### src/rtl/kbd_scan_fsm_if.sv
// rtl/kbd_scan_fsm_if.sv - PS/2 receiver FIFO pop handshake bundle
//
// Purpose: carries the head-of-FIFO byte, its ready/overflow flags and the
//          active-low pop strobe between a PS/2 receiver and its consumer.
// Signals:
//   ps2_data   [7:0]  byte at the head of the receiver FIFO
//   ps2_ready         high while the receiver FIFO is non-empty
//   overflow          receiver FIFO overflow flag
//   nextdata_n        active-low pop strobe from the consumer
// Modports:
//   master  receiver side (drives data/flags, samples the pop strobe)
//   slave   consumer side (kbd_scan_fsm)
interface kbd_scan_fsm_if;
   logic [7:0] ps2_data;
   logic       ps2_ready;
   logic       overflow;
   logic       nextdata_n;

   modport master (output ps2_data, output ps2_ready, output overflow, input nextdata_n);
   modport slave  (input ps2_data, input ps2_ready, input overflow, output nextdata_n);
endinterface

### src/rtl/kbd_scan_fsm.sv
// rtl/kbd_scan_fsm.sv - PS/2 scan-code set 2 make/break decoder with press counter
//
// Purpose: pops bytes from a PS/2 receiver FIFO, tracks E0/F0 prefixes and
//          reports the currently held key, a press counter and a sticky error.
// Ports:
//   clk          system clock, rising edge
//   clrn         asynchronous active-low reset
//   rx           receiver handshake (slave modport of kbd_scan_fsm_if)
//   scan_code    make code of the current or last key
//   key_valid    high while that key is held
//   key_ext      current key was E0-prefixed
//   press_count  count of distinct presses, wraps modulo 2^CNT_W
//   new_press    one-cycle pulse per counted press
//   err          sticky protocol / overflow error
module kbd_scan_fsm #(
   parameter int CNT_W = 8
) (
   input  logic             clk,
   input  logic             clrn,
   kbd_scan_fsm_if.slave    rx,
   output logic [7:0]       scan_code,
   output logic             key_valid,
   output logic             key_ext,
   output logic [CNT_W-1:0] press_count,
   output logic             new_press,
   output logic             err
);

   typedef enum logic [1:0] {
      S_MAKE      = 2'd0,
      S_EXT       = 2'd1,
      S_BREAK     = 2'd2,
      S_EXT_BREAK = 2'd3
   } state_t;

   localparam logic [7:0] B_EXT   = 8'hE0;
   localparam logic [7:0] B_BREAK = 8'hF0;

   state_t             state_q, state_d;
   logic [7:0]         scan_q, scan_d;
   logic               valid_q, valid_d;
   logic               ext_q, ext_d;
   logic [CNT_W-1:0]   cnt_q, cnt_d;
   logic               np_q, np_d;
   logic               err_q, err_d;
   logic               pop_ok_q;   // nextdata_n was high in the previous cycle

   logic               accept;
   logic [7:0]         b;
   logic               bad_byte;

   // clrn gates the strobe so no pop is issued while reset is held, even
   // though pop_ok_q resets high to allow an accept right after release.
   assign accept        = clrn & rx.ps2_ready & pop_ok_q;
   assign rx.nextdata_n = ~accept;
   assign b             = rx.ps2_data;
   assign bad_byte      = (b == 8'h00) || (b == 8'hFF);

   always_ff @(posedge clk or negedge clrn) begin
      if (!clrn) begin
         state_q  <= S_MAKE;
         scan_q   <= 8'h00;
         valid_q  <= 1'b0;
         ext_q    <= 1'b0;
         cnt_q    <= '0;
         np_q     <= 1'b0;
         err_q    <= 1'b0;
         pop_ok_q <= 1'b1;
      end else begin
         state_q  <= state_d;
         scan_q   <= scan_d;
         valid_q  <= valid_d;
         ext_q    <= ext_d;
         cnt_q    <= cnt_d;
         np_q     <= np_d;
         err_q    <= err_d;
         pop_ok_q <= rx.nextdata_n;
      end
   end

   always_comb begin
      state_d = state_q;
      scan_d  = scan_q;
      valid_d = valid_q;
      ext_d   = ext_q;
      cnt_d   = cnt_q;
      np_d    = 1'b0;
      // Overflow and a same-cycle accept both take effect.
      err_d   = err_q | rx.overflow;

      if (accept) begin
         if (bad_byte) begin
            err_d   = 1'b1;
            state_d = S_MAKE;
         end else begin
            unique case (state_q)
               S_MAKE, S_EXT: begin
                  if (b == B_EXT) begin
                     state_d = S_EXT;
                  end else if (b == B_BREAK) begin
                     state_d = (state_q == S_EXT) ? S_EXT_BREAK : S_BREAK;
                  end else begin
                     state_d = S_MAKE;
                     // A make identical to the held key is typematic repeat.
                     if (!(valid_q && (scan_q == b) && (ext_q == (state_q == S_EXT)))) begin
                        scan_d  = b;
                        ext_d   = (state_q == S_EXT);
                        valid_d = 1'b1;
                        cnt_d   = cnt_q + CNT_W'(1);
                        np_d    = 1'b1;
                     end
                  end
               end
               S_BREAK, S_EXT_BREAK: begin
                  state_d = S_MAKE;
                  if ((b == B_EXT) || (b == B_BREAK)) begin
                     err_d = 1'b1;
                  end else if (valid_q && (b == scan_q) &&
                               (ext_q == (state_q == S_EXT_BREAK))) begin
                     valid_d = 1'b0;
                  end
               end
               default: state_d = S_MAKE;
            endcase
         end
      end
   end

   assign scan_code   = scan_q;
   assign key_valid   = valid_q;
   assign key_ext     = ext_q;
   assign press_count = cnt_q;
   assign new_press   = np_q;
   assign err         = err_q;

endmodule
### src/flat_wrapper.sv
// flat-port wrapper written by rule: the top's interface ports become plain ports
module kbd_scan_fsm_flat 
#(
   parameter int CNT_W = 8
)
  (clk, clrn, scan_code, key_valid, key_ext, press_count, new_press, err, rx_ps2_data, rx_ps2_ready, rx_overflow, rx_nextdata_n);
  kbd_scan_fsm_if rx_i ();
  input  logic clk;
  input  logic clrn;
  output logic [7:0] scan_code;
  output logic key_valid;
  output logic key_ext;
  output logic [CNT_W-1:0] press_count;
  output logic new_press;
  output logic err;
  input wire logic [$bits(rx_i.ps2_data)-1:0] rx_ps2_data;
  input wire logic [$bits(rx_i.ps2_ready)-1:0] rx_ps2_ready;
  input wire logic [$bits(rx_i.overflow)-1:0] rx_overflow;
  output wire logic [$bits(rx_i.nextdata_n)-1:0] rx_nextdata_n;
  assign rx_i.ps2_data = rx_ps2_data;
  assign rx_i.ps2_ready = rx_ps2_ready;
  assign rx_i.overflow = rx_overflow;
  assign rx_nextdata_n = rx_i.nextdata_n;
  kbd_scan_fsm #(.CNT_W(CNT_W)) u_core (.clk(clk), .clrn(clrn), .rx(rx_i), .scan_code(scan_code), .key_valid(key_valid), .key_ext(key_ext), .press_count(press_count), .new_press(new_press), .err(err));
endmodule
### config.mk
export PLATFORM = sky130hd
export DESIGN_NAME = kbd_scan_fsm_flat
export DESIGN_NICKNAME = d
export VERILOG_FILES = /design/src/rtl/kbd_scan_fsm_if.sv /design/src/rtl/kbd_scan_fsm.sv /design/src/flat_wrapper.sv
export SDC_FILE = /design/constraint.sdc
export NUM_CORES = 1
export LEC_CHECK = 0
export CAP_MARGIN = 10
export CORE_ASPECT_RATIO = 1.2
export CORE_UTILIZATION = 47
export DETAILED_ROUTE_END_ITERATION = 10
export PLACE_DENSITY = 0.81
export SYNTH_ARGS = -nofsm -noshare
export SYNTH_HDL_FRONTEND = slang
export SYNTH_SLANG_ARGS = --single-unit
### constraint.sdc
create_clock -name clk -period 2.25 [get_ports clk]
set_clock_uncertainty 0.1 [all_clocks]
set_input_delay 0.45 -clock clk [delete_from_list [all_inputs] [get_ports clk]]
set_output_delay 0.45 -clock clk [all_outputs]
set_load 0.005 [all_outputs]
# ---- Word level (Yosys, flattened, before mapping)
# Index checks and enable logic that the tools add are counted.
# W data, S select, Z words.
dict set report totals {
  register_bits 23
  input_bits 12
  output_inout_bits 21
  wordCells 65
}
dict set report classes {
  addsub 1
  n_eq_ne 15
  muxes 21
  n_bitwise 8
  reduce_logical 12
}
# op n
set op_table {}
lappend op_table {{$eq A8 B8 Y1 const B} 3}
lappend op_table {{$eq A8 B8 Y1} 2}
lappend op_table {{$mux W1} 16}
lappend op_table {{$add A8 B1 Y8 const B} 1}
lappend op_table {{$logic_not A8 Y1} 1}
lappend op_table {{$ne A2 B2 Y1 const B} 4}
lappend op_table {{$reduce_and A7 Y1} 1}
lappend op_table {{$mux W2} 3}
lappend op_table {{$reduce_and A6 Y1} 1}
lappend op_table {{$not A1 Y1} 5}
lappend op_table {{$eq A2 B2 Y1 const B} 2}
lappend op_table {{$logic_and A1 B1 Y1} 4}
lappend op_table {{$pmux W2 S2} 1}
lappend op_table {{$reduce_or A2 Y1} 2}
lappend op_table {{$and A1 B1 Y1} 2}
lappend op_table {{$eq A1 B1 Y1} 2}
lappend op_table {{$eq A2 B1 Y1 const B} 1}
lappend op_table {{$logic_not A2 Y1} 1}
lappend op_table {{$logic_or A1 B1 Y1} 2}
lappend op_table {{$ne A2 B1 Y1 const B} 1}
lappend op_table {{$pmux W1 S2} 1}
lappend op_table {{$or A1 B1 Y1} 1}

# ---- Longest topological paths before layout
dict set report logic_depth {
  word_depth 9
  mapped_depth 7
  ltp_nobuf 5
}

# ---- Least setup slack after synthesis
# Ideal clock, no wire load.
dict set report synth_path {
  path_kind {register to register}
  startpoint {register u_core.state_q[1]}
  endpoint {register u_core.cnt_q[1], in the netlist u_core.press_count[1]}
  arrival_ps 1810
  required_ps 2025
  setup_slack_ps 215
  path_stages_with_launch 8
  n_path_buf 2
  period_less_slack_ps 2035
  cell_sequence {dfrtp_1 -> buf_4 -> or2b_1 -> xnor2_1 -> nor4_4 -> nor2_2 -> buf_6 -> mux2_4}
}
dict set report synth_via {
  elab_chain_len 5
}
# element line_no
set synth_rtl {}
lappend synth_rtl {{start, declared} kbd_scan_fsm.sv:39} ;# state_t state_q, state_d;
lappend synth_rtl {{start signal, assigned} kbd_scan_fsm.sv:70} ;# state_q <= state_d;
lappend synth_rtl {{$eq A2 B1 Y1} {kbd_scan_fsm.sv:96, kbd_scan_fsm.sv:105}}
lappend synth_rtl {{$eq A1 B1 Y1} kbd_scan_fsm.sv:105} ;# if (!(valid_q && (scan_q == b) && (ext_q == (state_q == S_EXT)))) begin
lappend synth_rtl {{$logic_and A1 B1 Y1} kbd_scan_fsm.sv:105}
lappend synth_rtl {{$not A1 Y1 (no source line)} --}
lappend synth_rtl {{$reduce_and A6 Y1 (no source line) (*)} --}
lappend synth_rtl {{end signal, assigned} kbd_scan_fsm.sv:74} ;# cnt_q <= cnt_d;
lappend synth_rtl {{end, declared} kbd_scan_fsm.sv:43} ;# logic [CNT_W-1:0] cnt_q, cnt_d;
# Mark *: on every way between the ends. The rest lies on a longest branch, timed or not.
# A chain may end at the register's enable or synchronous reset.

# ---- Final worst setup path
dict set report layout_path {
  startpoint {input clrn}
  endpoint {output rx_nextdata_n}
}
dict set report layout_via {
  elab_chain_len 3
}
# element line_no
set layout_rtl {}
lappend layout_rtl {{start, declared} flat_wrapper.sv:9} ;# input logic clrn;
lappend layout_rtl {{$and A1 B1 Y1 (2 in a row)} kbd_scan_fsm.sv:54} ;# assign accept = clrn & rx.ps2_ready & pop_ok_q;
lappend layout_rtl {{$not A1 Y1} kbd_scan_fsm.sv:55} ;# assign rx.nextdata_n = ~accept;
lappend layout_rtl {{end, declared} flat_wrapper.sv:19} ;# output wire logic [$bits(rx_i.nextdata_n)-1:0] rx_nextdata_n;
# Every way passes these cells.

==> reports/metrics.yaml <==
outcome:
  run_status: "completed"
global_routing:
  initial_antenna_violation_count: 0
  number_of_global_route_vias_before_repair: 1014
  grt_first_pass_wirelength_microns: 4460
  grt_remaining_overflow: 0
  track_usage_pct: 22.9
  grt_max_degree: 24
die:
  std_cell_rows: 19
  floorplan.die.height_microns: 56.8
  core_area_sq_mm: 0.00233
  fp.dieW_microns: 47.7
  boundaryPins: 33
  initial_core_util_pct: 50.5
  fp.dieArea_sq_mm: 0.00271
place:
  io_buffers: 32
  hpwlAfterDp_microns: 2000
  finalWeightedCongestion: 0.788
critical_path:
  critical_path.max_stage_delay_ps: 530
  highest_fanout_seen_on_the_critical_path: 5
  timing.reg2reg.setup_slack_ps: 320
  critical_path.most_common_cell: "clkdlybuf4s50_1"
  criticalPathCategory: "input pin to output pin"
  worstSetupEndpointType: "output pin"
  critical_path_cell_list: "clkdlybuf4s50_1 -> nand3_1 -> clkdlybuf4s50_1"
  crit_slowest_cell: "clkdlybuf4s50_1"
  cp.arrival_ps: 1630
  worst-endpoint-required_ps: 1700
  crit_path_start_kind: "input pin"
detailed_routing:
  wirelength_microns: 2600
  drt_pre_antenna_iters: 4
  detail_route.drc_violations: 0
  wl_per_cell_microns: 14.5
  num_vias: 946
  avgViaCountPerCell: 5.28
  ant_nets: 0
  drt_iter0_markers: 21
final_layout:
  post_route_cells_drive_above_1_share_pct: 23.0
  antenna_cells: 0
  layout_utilization_pct: 72.2
  final_nets: 162
  syn2layout_area_growth_pct: 42.8
logic_synthesis:
  synth.top_cell.area_share_pct: 46.8
  sequential_share_of_the_synthesized_area_pct: 49.0
  synth_top_area_cell: "dfrtp_1"
  synth-main-ff-cell: "dfrtp_1"
  ys_warn_count: 0
  synth_cell_type_count: 32
  netlist_instances: 99
  synth.ff_latch_count: 23
  synth_top_cells_by_area: "dfrtp_1, mux2_4, xnor2_1"
  synth_most_common_cell: "dfrtp_1"
  synth.net_count: 112
  ys_async_sr_fraction_pct: 100
  synth_area_per_cell_sq_um: 11.9
  mappedNetlistArea_sq_mm: 0.00118
  synth_enable_flop_cells: 0
  post_synth_most_frequent_cells: "dfrtp_1, nand2_1, xnor2_1"
sta:
  post-route-min-period_ps: 2180
  maxSlewViolCount: 0
  max_clock_freq_mhz: 459
  totalNegativeSetupSlack_ps: 0
  hold_slack_ps: 375
  final_cycle_share_pct: 96.8
  setup_viol: 0
  worst_slew_margin_rel_pct: 78.0
  finalHoldViolations: 0
  rsz_0062_raised_after_global_routing: "yes"
  worst_slew_pin_slew_ps: 327
clock_network:
  cts_tree: "done"
  cts.root.buffer_cell: "clkbuf_4"
  cts_max_path_buffers: 2
  clock_sinks: 23
  number_of_buffers_inserted_during_clock_tree_synthesis: 3
  clkTransAtPathRegs_ps: 120
  worst_skew_late_latency_ps: 310
  post_cts.repair.setup_buffers: 0
  htreeDepth: 1
power:
  irDropWorstVdd_uv: 513
  total_leakage_power_nw: 0.734
  cellPowerDensity_mw_per_mm2: 726
run:
  maxCapViolCount: 0
hold_path:
  hp-class: "flop to flop"
-- worst max-delay path: cells and delay by family --
| family | cells | cell delay (ps) |
|---|---|---|
| buf+inv | 2 | 980 |
| simple gates | 1 | 190 |
-- final timing paths --
check                                             startpoint                           endpoint  depth (start not counted)
max                                                     clrn                      rx_nextdata_n                          3
min                        u_core.press_count[7]$_DFFE_PN0P_  u_core.press_count[7]$_DFFE_PN0P_                          1
max reg2reg                    u_core.state_q[0]$_DFFE_PN0P_  u_core.press_count[5]$_DFFE_PN0P_                          6
min reg2reg                u_core.press_count[7]$_DFFE_PN0P_  u_core.press_count[7]$_DFFE_PN0P_                          1
max in group asynchronous                               clrn          u_core.pop_ok_q$_DFF_PN1_                          2
min in group asynchronous                               clrn  u_core.press_count[4]$_DFFE_PN0P_                          2
-- logic make-up (layout without fill, tap and decap cells) --
kind of cell | count (synthesis) | after routing | synth area share, %
adder cells (fa/ha/maj) | 1 | 1 | 1.06
flip-flops | 23 | 23 | 49.0
XOR/XNOR | 17 | 17 | 12.6
AND/OR/NAND/NOR | 38 | 38 | 19.3
buffers and inverters | 2 | 51 | 1.59
multiplexers | 10 | 10 | 12.1
AO/OA/AOI/OAI | 8 | 8 | 4.25
-- per-layer routing --
layer / share of wire [%] / routed length [microns] / global-route usage, %
met1: 41 / 1060 / 29.1
met2: 54 / 1390 / 38.6
met3: 4.0 / 103 / 2.89
met4: 1.6 / 41 / 7.14
met5: 0 / 0 / 0
-- final cells by class --
class / count / area [sq um]
fill: 194 / 648
multi-input combinational: 74 / 594
sequential: 23 / 577
timing repair buffer: 47 / 445
tap: 31 / 38.8
clock buffer: 4 / 26.3
-- sequential cells by signal, summed over array words and instances, names as in the netlist --
name,flops
u_core.err,1
u_core.key_ext,1
u_core.key_valid,1
u_core.new_press,1
u_core.pop_ok_q,1
u_core.press_count,8
u_core.scan_code,8
u_core.state_q,2
-- repair_timing --
action,4_1_cts,5_1_grt
resized for setup,0,2
hold buffers,0,0
endpoints found under the setup margin,0,10
-- cells in the final DEF, fill, tap and decap left out, types with 2 or more instances in the layout --
cell and count:
and3_1 2, buf_4 14, clkbuf_4 3, clkdlybuf4s50_1 32, dfrtp_1 22, mux2_2 2
mux2_4 8, nand2_1 9, nand3_1 3, nand4_1 3, nand4b_1 2, nor2_1 5
nor3_1 4, o21ai_0 2, xnor2_1 9, xor2_1 8
-- where the power goes --
part | switching [W] | internal, W | total [W]
clock network | 0.000121 | 0.0000693 | 0.000190
logic | 0.000161 | 0.000287 | 0.000448
registers | 0.0000896 | 0.000493 | 0.000582
-- per-stage QoR --
step	area, sq um	total power [W]	worst slack, ps	std cells
after floorplan	1180	0.000780	215	99
after global placement	1640	0.00101	-203	175
after detailed placement	1640	0.00104	-240	175
after CTS	1670	0.00123	37.8	179
after global routing	1680	0.00130	-3.34	179
final	1680	0.00122	72.4	179
Note: power is estimated with default switching activity, not from simulation.
